===== src/rtl/pattern_serializer.sv =====
// Serial pattern source: latches a parallel pattern and shifts it out MSB-first, L bits x R repetitions.
// Latency: first bit on out one cycle after the accept edge; done pulses one cycle after the last bit.
// Backpressure: start_ready is high only in IDLE; start_valid while busy is dropped, not queued.
module pattern_serializer #(
    parameter int   WIDTH    = 8,
    parameter int   LEN_W    = 4,
    parameter int   REP_W    = 4,
    parameter int   GAP      = 1,
    parameter logic IDLE_LVL = 1'b0
) (
    input  logic             clk,
    input  logic             rstn,
    input  logic             start_valid,
    output logic             start_ready,
    input  logic [WIDTH-1:0] pattern,
    input  logic [LEN_W-1:0] pat_len,
    input  logic [REP_W-1:0] reps,
    input  logic             abort,
    output logic             out,
    output logic             out_en,
    output logic             done
);

    localparam logic [LEN_W-1:0] WIDTH_L = LEN_W'(WIDTH);
    localparam int               GAP_W   = (GAP > 1) ? $clog2(GAP) : 1;

    typedef enum logic [1:0] {IDLE, SEND, GAPW, DONE} state_t;

    state_t             state_q,  state_d;
    logic [WIDTH-1:0]   pat_q,    pat_d;     // latched pattern, left-aligned so bit L-1 sits at the MSB
    logic [WIDTH-1:0]   shift_q,  shift_d;   // working copy, reloaded from pat_q every repetition
    logic [LEN_W-1:0]   len_q,    len_d;
    logic [LEN_W-1:0]   bitcnt_q, bitcnt_d;  // bits still to emit in the current repetition
    logic [REP_W-1:0]   repcnt_q, repcnt_d;  // repetitions remaining, including the current one
    logic [GAP_W-1:0]   gapcnt_q, gapcnt_d;
    logic               out_q,    out_d;
    logic               out_en_q, out_en_d;
    logic               done_q,   done_d;

    logic [LEN_W-1:0]   eff_len;
    logic [REP_W-1:0]   eff_reps;
    logic [WIDTH-1:0]   aligned;

    assign start_ready = (state_q == IDLE);
    assign out         = out_q;
    assign out_en      = out_en_q;
    assign done        = done_q;

    // Clamp request fields and left-align the pattern so the shifter always emits its MSB.
    always_comb begin
        eff_len  = ((pat_len == '0) || (pat_len > WIDTH_L)) ? WIDTH_L : pat_len;
        eff_reps = (reps == '0) ? REP_W'(1) : reps;
        aligned  = pattern << (WIDTH_L - eff_len);
    end

    // Next-state and next-output logic; outputs are computed here and registered below.
    always_comb begin
        state_d  = state_q;
        pat_d    = pat_q;
        shift_d  = shift_q;
        len_d    = len_q;
        bitcnt_d = bitcnt_q;
        repcnt_d = repcnt_q;
        gapcnt_d = gapcnt_q;
        out_d    = out_q;
        out_en_d = out_en_q;
        done_d   = 1'b0;

        case (state_q)
            IDLE: begin
                if (start_valid && !abort) begin
                    state_d  = SEND;
                    pat_d    = aligned;
                    shift_d  = aligned;
                    len_d    = eff_len;
                    bitcnt_d = eff_len;
                    repcnt_d = eff_reps;
                end
            end
            SEND: begin
                if (abort) begin
                    state_d  = IDLE;
                    out_d    = IDLE_LVL;
                    out_en_d = 1'b0;
                end else if (bitcnt_q != '0) begin
                    out_d    = shift_q[WIDTH-1];
                    out_en_d = 1'b1;
                    shift_d  = shift_q << 1;
                    bitcnt_d = bitcnt_q - LEN_W'(1);
                end else if (repcnt_q != REP_W'(1)) begin
                    repcnt_d = repcnt_q - REP_W'(1);
                    if (GAP > 0) begin
                        state_d  = GAPW;
                        out_d    = IDLE_LVL;
                        out_en_d = 1'b0;
                        gapcnt_d = GAP_W'(GAP - 1);
                    end else begin
                        // No gap: the first bit of the next repetition goes out on this edge.
                        out_d    = pat_q[WIDTH-1];
                        out_en_d = 1'b1;
                        shift_d  = pat_q << 1;
                        bitcnt_d = len_q - LEN_W'(1);
                    end
                end else begin
                    state_d  = DONE;
                    done_d   = 1'b1;
                    out_d    = IDLE_LVL;
                    out_en_d = 1'b0;
                end
            end
            GAPW: begin
                if (abort) begin
                    state_d  = IDLE;
                    out_d    = IDLE_LVL;
                    out_en_d = 1'b0;
                end else if (gapcnt_q != '0) begin
                    gapcnt_d = gapcnt_q - GAP_W'(1);
                end else begin
                    // Last gap cycle ends by emitting the first bit of the next repetition.
                    state_d  = SEND;
                    out_d    = pat_q[WIDTH-1];
                    out_en_d = 1'b1;
                    shift_d  = pat_q << 1;
                    bitcnt_d = len_q - LEN_W'(1);
                end
            end
            DONE: begin
                state_d  = IDLE;
                out_d    = IDLE_LVL;
                out_en_d = 1'b0;
            end
            default: begin
                state_d  = IDLE;
                out_d    = IDLE_LVL;
                out_en_d = 1'b0;
            end
        endcase
    end

    // State, datapath and registered outputs; async reset returns everything to idle immediately.
    always_ff @(posedge clk or negedge rstn) begin
        if (!rstn) begin
            state_q  <= IDLE;
            pat_q    <= '0;
            shift_q  <= '0;
            len_q    <= '0;
            bitcnt_q <= '0;
            repcnt_q <= '0;
            gapcnt_q <= '0;
            out_q    <= IDLE_LVL;
            out_en_q <= 1'b0;
            done_q   <= 1'b0;
        end else begin
            state_q  <= state_d;
            pat_q    <= pat_d;
            shift_q  <= shift_d;
            len_q    <= len_d;
            bitcnt_q <= bitcnt_d;
            repcnt_q <= repcnt_d;
            gapcnt_q <= gapcnt_d;
            out_q    <= out_d;
            out_en_q <= out_en_d;
            done_q   <= done_d;
        end
    end

endmodule


===== config.mk =====
export PLATFORM = sky130hd
export DESIGN_NAME = pattern_serializer
export DESIGN_NICKNAME = d
export VERILOG_FILES = /design/src/rtl/pattern_serializer.sv
export SDC_FILE = /design/constraint.sdc
export NUM_CORES = 1
export LEC_CHECK = 0
export CORE_AREA = 2 2 65 67
export CTS_BUF_LIST = sky130_fd_sc_hd__clkbuf_4 sky130_fd_sc_hd__clkbuf_8 sky130_fd_sc_hd__clkbuf_16
export CTS_CLUSTER_DIAMETER = 200
export DETAILED_ROUTE_END_ITERATION = 8
export DIE_AREA = 0 0 67 69
export PLACE_DENSITY_LB_ADDON = 0.25
export SYNTH_ARGS = -nofsm -noshare
export SYNTH_HDL_FRONTEND = slang
export SYNTH_SLANG_ARGS = --single-unit

===== constraint.sdc =====
create_clock -name clk -period 2.4 [get_ports clk]
set_input_delay 0.6 -clock clk [delete_from_list [all_inputs] [get_ports clk]]
set_output_delay 0.6 -clock clk [all_outputs]
set_load 0.02 [all_outputs]

; ---- Word-level counts from Yosys, hierarchy flattened
; Index checks and enable logic that the tools add are counted.
[totals]
latchBits = 0
out_inout_bits = 4
memories = 0
mem_bits_ro = 0
ramBits = 0
inputBits = 20
register_bits = 34
[classes]
order_cmp = 1
n_mul = 0
add_sub_neg = 5
n_reduce_logical = 17
eq_ne = 13
shifts = 1
mux = 46
bitwise = 0
div = 0
[op_table]
columns = cell, n
row1 = 4-bit 2-to-1 mux, 11
row2 = 8-bit 2-to-1 mux, 5
row3 = 8-bit case mux with 3 select lines, 1
row4 = 1-bit 2-to-1 mux, 18
row5 = "2-bit inequality test, second input constant", 6
row6 = 4-bit case mux with 3 select lines, 1
row7 = "4-bit by 1-bit subtractor with 4-bit output, second input constant", 3
row8 = 2-bit 2-to-1 mux, 5
row9 = 5-bit AND reduction, 2
row10 = 4-bit zero test, 2
row11 = 2-bit case mux with 4 select lines, 1
row12 = 4-bit case mux with 2 select lines, 1
row13 = 8-bit by 4-bit << shifter with 8-bit output, 1
row14 = "3-bit inequality test, second input constant", 2
row15 = 1-bit case mux with 3 select lines, 2
row16 = 6-bit AND reduction, 1
row17 = 3-bit nonzero test, 2
row18 = "2-bit equality test, second input constant", 2
row19 = "4-bit greater-than comparator, second input constant", 1
row20 = "4-bit by 1-bit inequality test with 1-bit output, second input constant", 1
row21 = 2-bit AND reduction, 2
row22 = 2-bit nonzero test, 2
row23 = 4-bit nonzero test, 1
row24 = "4-bit subtractor, first input constant", 1
row25 = other kinds (9), 9

; ---- Logic depth before layout (Yosys ltp)
[depth]
depth_word = 7
depth_mapped = 8
ltp_nobuf = 7

; ---- Worst setup path after synthesis
; Ideal clock, no wire load.
[synth_path]
path_kind = in2reg
startpoint = input pat_len[3]
endpoint = register shift_q[7]
setup_slack_ns = 0.262
setup_time_ns = 0.073
n_path_buf = 1
t_required_ns = 2.327
t_arrival_ns = 2.065
path_stages = 6
cell_sequence = nand2b_4 > buf_12 > ha_1 > clkinv_1 > mux4_2 > a21oi_2
[synth_via]
elab_chain_len = 7
word_cells_on_any_way = 8
[synth_rtl]
columns = item, line_no
row1 = "start, declared", 16  ; input logic [LEN_W-1:0] pat_len,
row2 = 4-bit greater-than comparator or 4-bit zero test (tied branches), 51  ; eff_len = ((pat_len == '0) || (pat_len > WIDTH_L)) ? WIDTH_L : pat_len;
row3 = 1-bit logical OR, 51
row4 = 4-bit 2-to-1 mux *, 51
row5 = 4-bit subtractor *, 53  ; aligned = pattern << (WIDTH_L - eff_len);
row6 = 8-bit by 4-bit << shifter with 8-bit output *, 53
row7 = 8-bit 2-to-1 mux *, 71  ; if (start_valid && !abort) begin
row8 = 8-bit case mux with 3 select lines *, 69  ; case (state_q)
row9 = "end signal, assigned", 156  ; shift_q <= shift_d;
row10 = "end, declared", 31  ; logic [WIDTH-1:0] shift_q, shift_d;
; Every way passes the cells marked *; elsewhere a longest branch is shown, timed or not. The select of a mux whose other input is x is not followed.
; A chain may end at the register's enable or synchronous reset.

; ---- Worst setup path in the final report
[layout_path]
startpoint = input pat_len[3]
endpoint = register shift_q[6]
; The elaborated chain is that of the path after synthesis.

==> metrics.csv <==
stage,metric,value,unit
critical_path,crit_family,multiplexers,
placement,numPortBuffers,23,
finish,diodes,0,
critical_path,path_class,in -> reg,
cts,htreeDepth,2,
cts,clkTransAtPathRegs,0.07,ns
logic_synthesis,synth_fp_nets,254,
die,start_util,0.5396,
timing,rsz0062_at_grt,false,
global_route,grt_usage,0.2162,
finish,ff_latch_area,825.8,µm²
timing,fmax,447.7,MHz
logic_synthesis,synth_area_leader_cell,dfrtp_1,
cts,cts_sinks,33,
finish,nFillCells,348,
global_route,grt_pass1_vias,1679,
logic_synthesis,avgSynthCellArea,9.345,µm²
route,route.detailed.drc,0,
route,routedWlPerCell,13.42,µm
timing,fin_crit_sh,0.9307,
pwr,ir_drop,483.9,µV
die,chipHeight,69,µm
timing,finClkSkew,0.007176,ns
timing,maxSlewViolCount,0,
die,die_area,4623,µm²
global_route,grt-ovfl-total,0,
logic_synthesis,ys.flop_type,dfrtp_1,
finish,final_cells,312,
finish,area_growth,21.45,%
route,drt_wl_total,4.188,mm
route,drtIter0Drc,97,
die,io_pins,24,
timing,final_hold_viol_count,0,
critical_path,crit_fanout,7,
cts,post_cts_resized,0,
critical_path,crit_arrival,2.40,ns
global_route,grt_antenna_before_repair,0,
critical_path,end_kind,flop,
critical_path,crit_buf_inv,1,
route,drtAntennaViolNets,0,
timing,setup_violations,0,
pwr,power.leakage,1.142,nW
pwr,p_per_area,1179,nW/µm²
finish,fin_nets,289,
status,status,"finished, final reports clean",
finish,multi_input_area,1190,µm²
critical_path,crit_required,2.57,ns
logic_synthesis,syn_area,2112,µm²
cts,cts-root-buf,clkbuf_8,
cts,cts_tree,done,
logic_synthesis,synth-seq-cells,33,
critical_path,path_cells,clkdlybuf4s50_1 -> nand2b_1 -> ha_1 -> xnor2_4 -> mux2_2 -> mux2i_1 -> a21oi_1,
logic_synthesis,synth.top_cell.area_share,0.3910,
logic_synthesis,syn_inst,226,
critical_path,slowest_delay,0.44,ns
critical_path,critPathSlowestCell,clkdlybuf4s50_1,
logic_synthesis,yosysUniqueCellTypes,49,
timing,finalCriticalPeriod,2.234,ns
logic_synthesis,yosysWarnings,0,
die,row_count,23,
placement,placed_area,2479,µm²
cts,cts_buffers,5,
die,design.core.area,3914,µm²
worst_hold_path,hold_class,reg -> reg,
timing,tns,0,ns
logic_synthesis,ys_top_cells_by_area,"dfrtp_1 (39%), mux2i_1 (8.5%), nand2_1 (6.2%)",
logic_synthesis,synth_edf_count,0,
timing,tightest_slew,0.6190,ns
placement,routabilityCongestion,0.8341,
placement,hpwl,3.135,mm
route,viasPerCell,5.532,
global_route,grt_pass1_wl,7.714,mm
global_route,grt_start_max_net_pins,34,
cts,clkLatencyLatePin,0.29,ns
timing,hold_slack,0.4794,ns
route,dr.pass1.iters,4,
critical_path,setup.worst_path.start_class,input port,
cts,clockBufferDepth,2,
route,vias,1726,
placement,dp_cells,304,
logic_synthesis,synthArstFlopShare,1.000,
finish,design_area,2565,µm²
finish,drive_above_1_share,0.1527,
logic_synthesis,ys_seq_area_frac,0.3910,
die,fp.dieW,67,µm
timing,slew_headroom,0.5873,
job,drv_cap,0,
-- cells in the mapped netlist (2+ instances only) --
cell and number:
buf_2 4, nand2_1 35, nor2_1 14, a211oi_1 2, o31ai_1 4, buf_1 2
mux2_2 3, or3_1 2, nand3b_1 4, nor3_1 4, ha_1 8, a22oi_1 5
nor2b_1 3, clkbuf_1 5, nand2b_1 3, a21oi_1 13, mux2i_1 18, xor2_1 2
nand2b_4 2, a22o_1 3, nand3_1 5, o21ai_1 2, dfrtp_1 33, inv_1 5
o21ai_0 20, a31oi_1 2
-- logic make-up (layout without fill, tap and decap cells) --
kind of cell | after synthesis | after routing | share of synthesized area
DFF | 33 | 33 | 0.3910
muxes | 23 | 23 | 0.1191
xor gates and xnor gates | 4 | 4 | 0.02548
buffers and inverters | 19 | 55 | 0.04562
adders and majority gates | 8 | 8 | 0.04740
AOI/OAI and AO/OA | 58 | 58 | 0.1700
and+or+nand+nor | 81 | 81 | 0.2014
-- layer usage --
metal	track usage	part of all wire	up-vias
met5	0	0	-
met4	0.08163	0.019	0
met3	0.05383	0.039	7
met2	0.3278	0.47	38
met1	0.2947	0.47	808
li1	-	-	873
-- worst paths after layout --
check / startpoint / slack (ns) / cells after the start / to
max in group asynchronous: rstn / 1.38 / 2 / pat_q[4]
min reg2reg: pat_q[1] / 0.48 / 2 / pat_q[1]
min in group asynchronous: rstn / 0.71 / 2 / state_q[0]
max: pat_len[3] / 0.17 / 7 / shift_q[6]
max reg2reg: state_q[1] / 0.30 / 7 / shift_q[4]
min: pat_q[1] / 0.48 / 2 / pat_q[1]
-- what timing repair did --
item / CTS / global route
setup endpoints to repair: 0 / 1
setup buffers: 0 / 0
hold endpoints to repair: 0 / 0
hold buffers: 0 / 0
-- where the power goes --
group / total (W) / switching (W) / leakage (nW) / internal [W]
Combinational: 0.00160 / 0.000869 / 0.677 / 0.000732
Sequential: 0.000997 / 0.000184 / 0.416 / 0.000813
Clock: 0.000427 / 0.000215 / 0.0484 / 0.000212
-- cell type report --
class                   count  share of cell area
clock buffers               6             0.02976
clock inverters             2            0.003902
inverters                   6            0.008780
multi-input cells         174              0.4639
flip-flops and latches     33              0.3220
well taps                  50             0.02439
repair buffers             41              0.1473
-- sequential cells by signal, summed over array words and instances (netlist names) --
signal    flops
bitcnt_q      4
done          1
len_q         4
out           1
out_en        1
pat_q         8
repcnt_q      4
shift_q       8
state_q       2
-- per-stage QoR --
step / utilization / worst slack [ns] / power, W
2_1_floorplan: - / 0.2621 / 0.002175
3_3_place_gp: 0.6333 / -0.1149 / 0.002572
3_5_place_dp: 0.6333 / -0.1791 / 0.002622
4_1_cts: 0.6554 / 0.1211 / 0.003046
5_1_grt: 0.6554 / 0.007344 / 0.003321
6_report: 0.6554 / 0.1663 / 0.003025
-- cells in the final DEF (no fill, tap or decap), types with 2 or more instances in the layout --
| master | instances |
|---|---|
| ha_1 | 8 |
| buf_4 | 17 |
| mux2_2 | 3 |
| inv_1 | 5 |
| mux2i_1 | 18 |
| nand2_1 | 35 |
| nand3b_1 | 4 |
| a31oi_1 | 2 |
| a211oi_1 | 2 |
| nor2b_1 | 3 |
| o21ai_0 | 20 |
| or3_1 | 2 |
| o31ai_1 | 4 |
| clkdlybuf4s50_1 | 23 |
| nor3_1 | 4 |
| nand2b_1 | 3 |
| clkinv_2 | 2 |
| nand2b_4 | 2 |
| nand3_1 | 5 |
| dfrtp_1 | 33 |
| xor2_1 | 2 |
| o21ai_1 | 2 |
| clkbuf_8 | 5 |
| a21oi_1 | 13 |
| a22o_1 | 3 |
| nor2_1 | 14 |
| a22oi_1 | 5 |
-- worst register-to-register path, delay by kind of cell, from the launching register on --
| family | cells | cell delay, ns |
|---|---|---|
| DFF | 1 | 0.42 |
| adders and majority gates | 1 | 0.48 |
| AOI/OAI and AO/OA | 4 | 0.80 |
| buffers and inverters | 2 | 0.30 |
No activity file was read; power rests on OpenSTA's default activity.
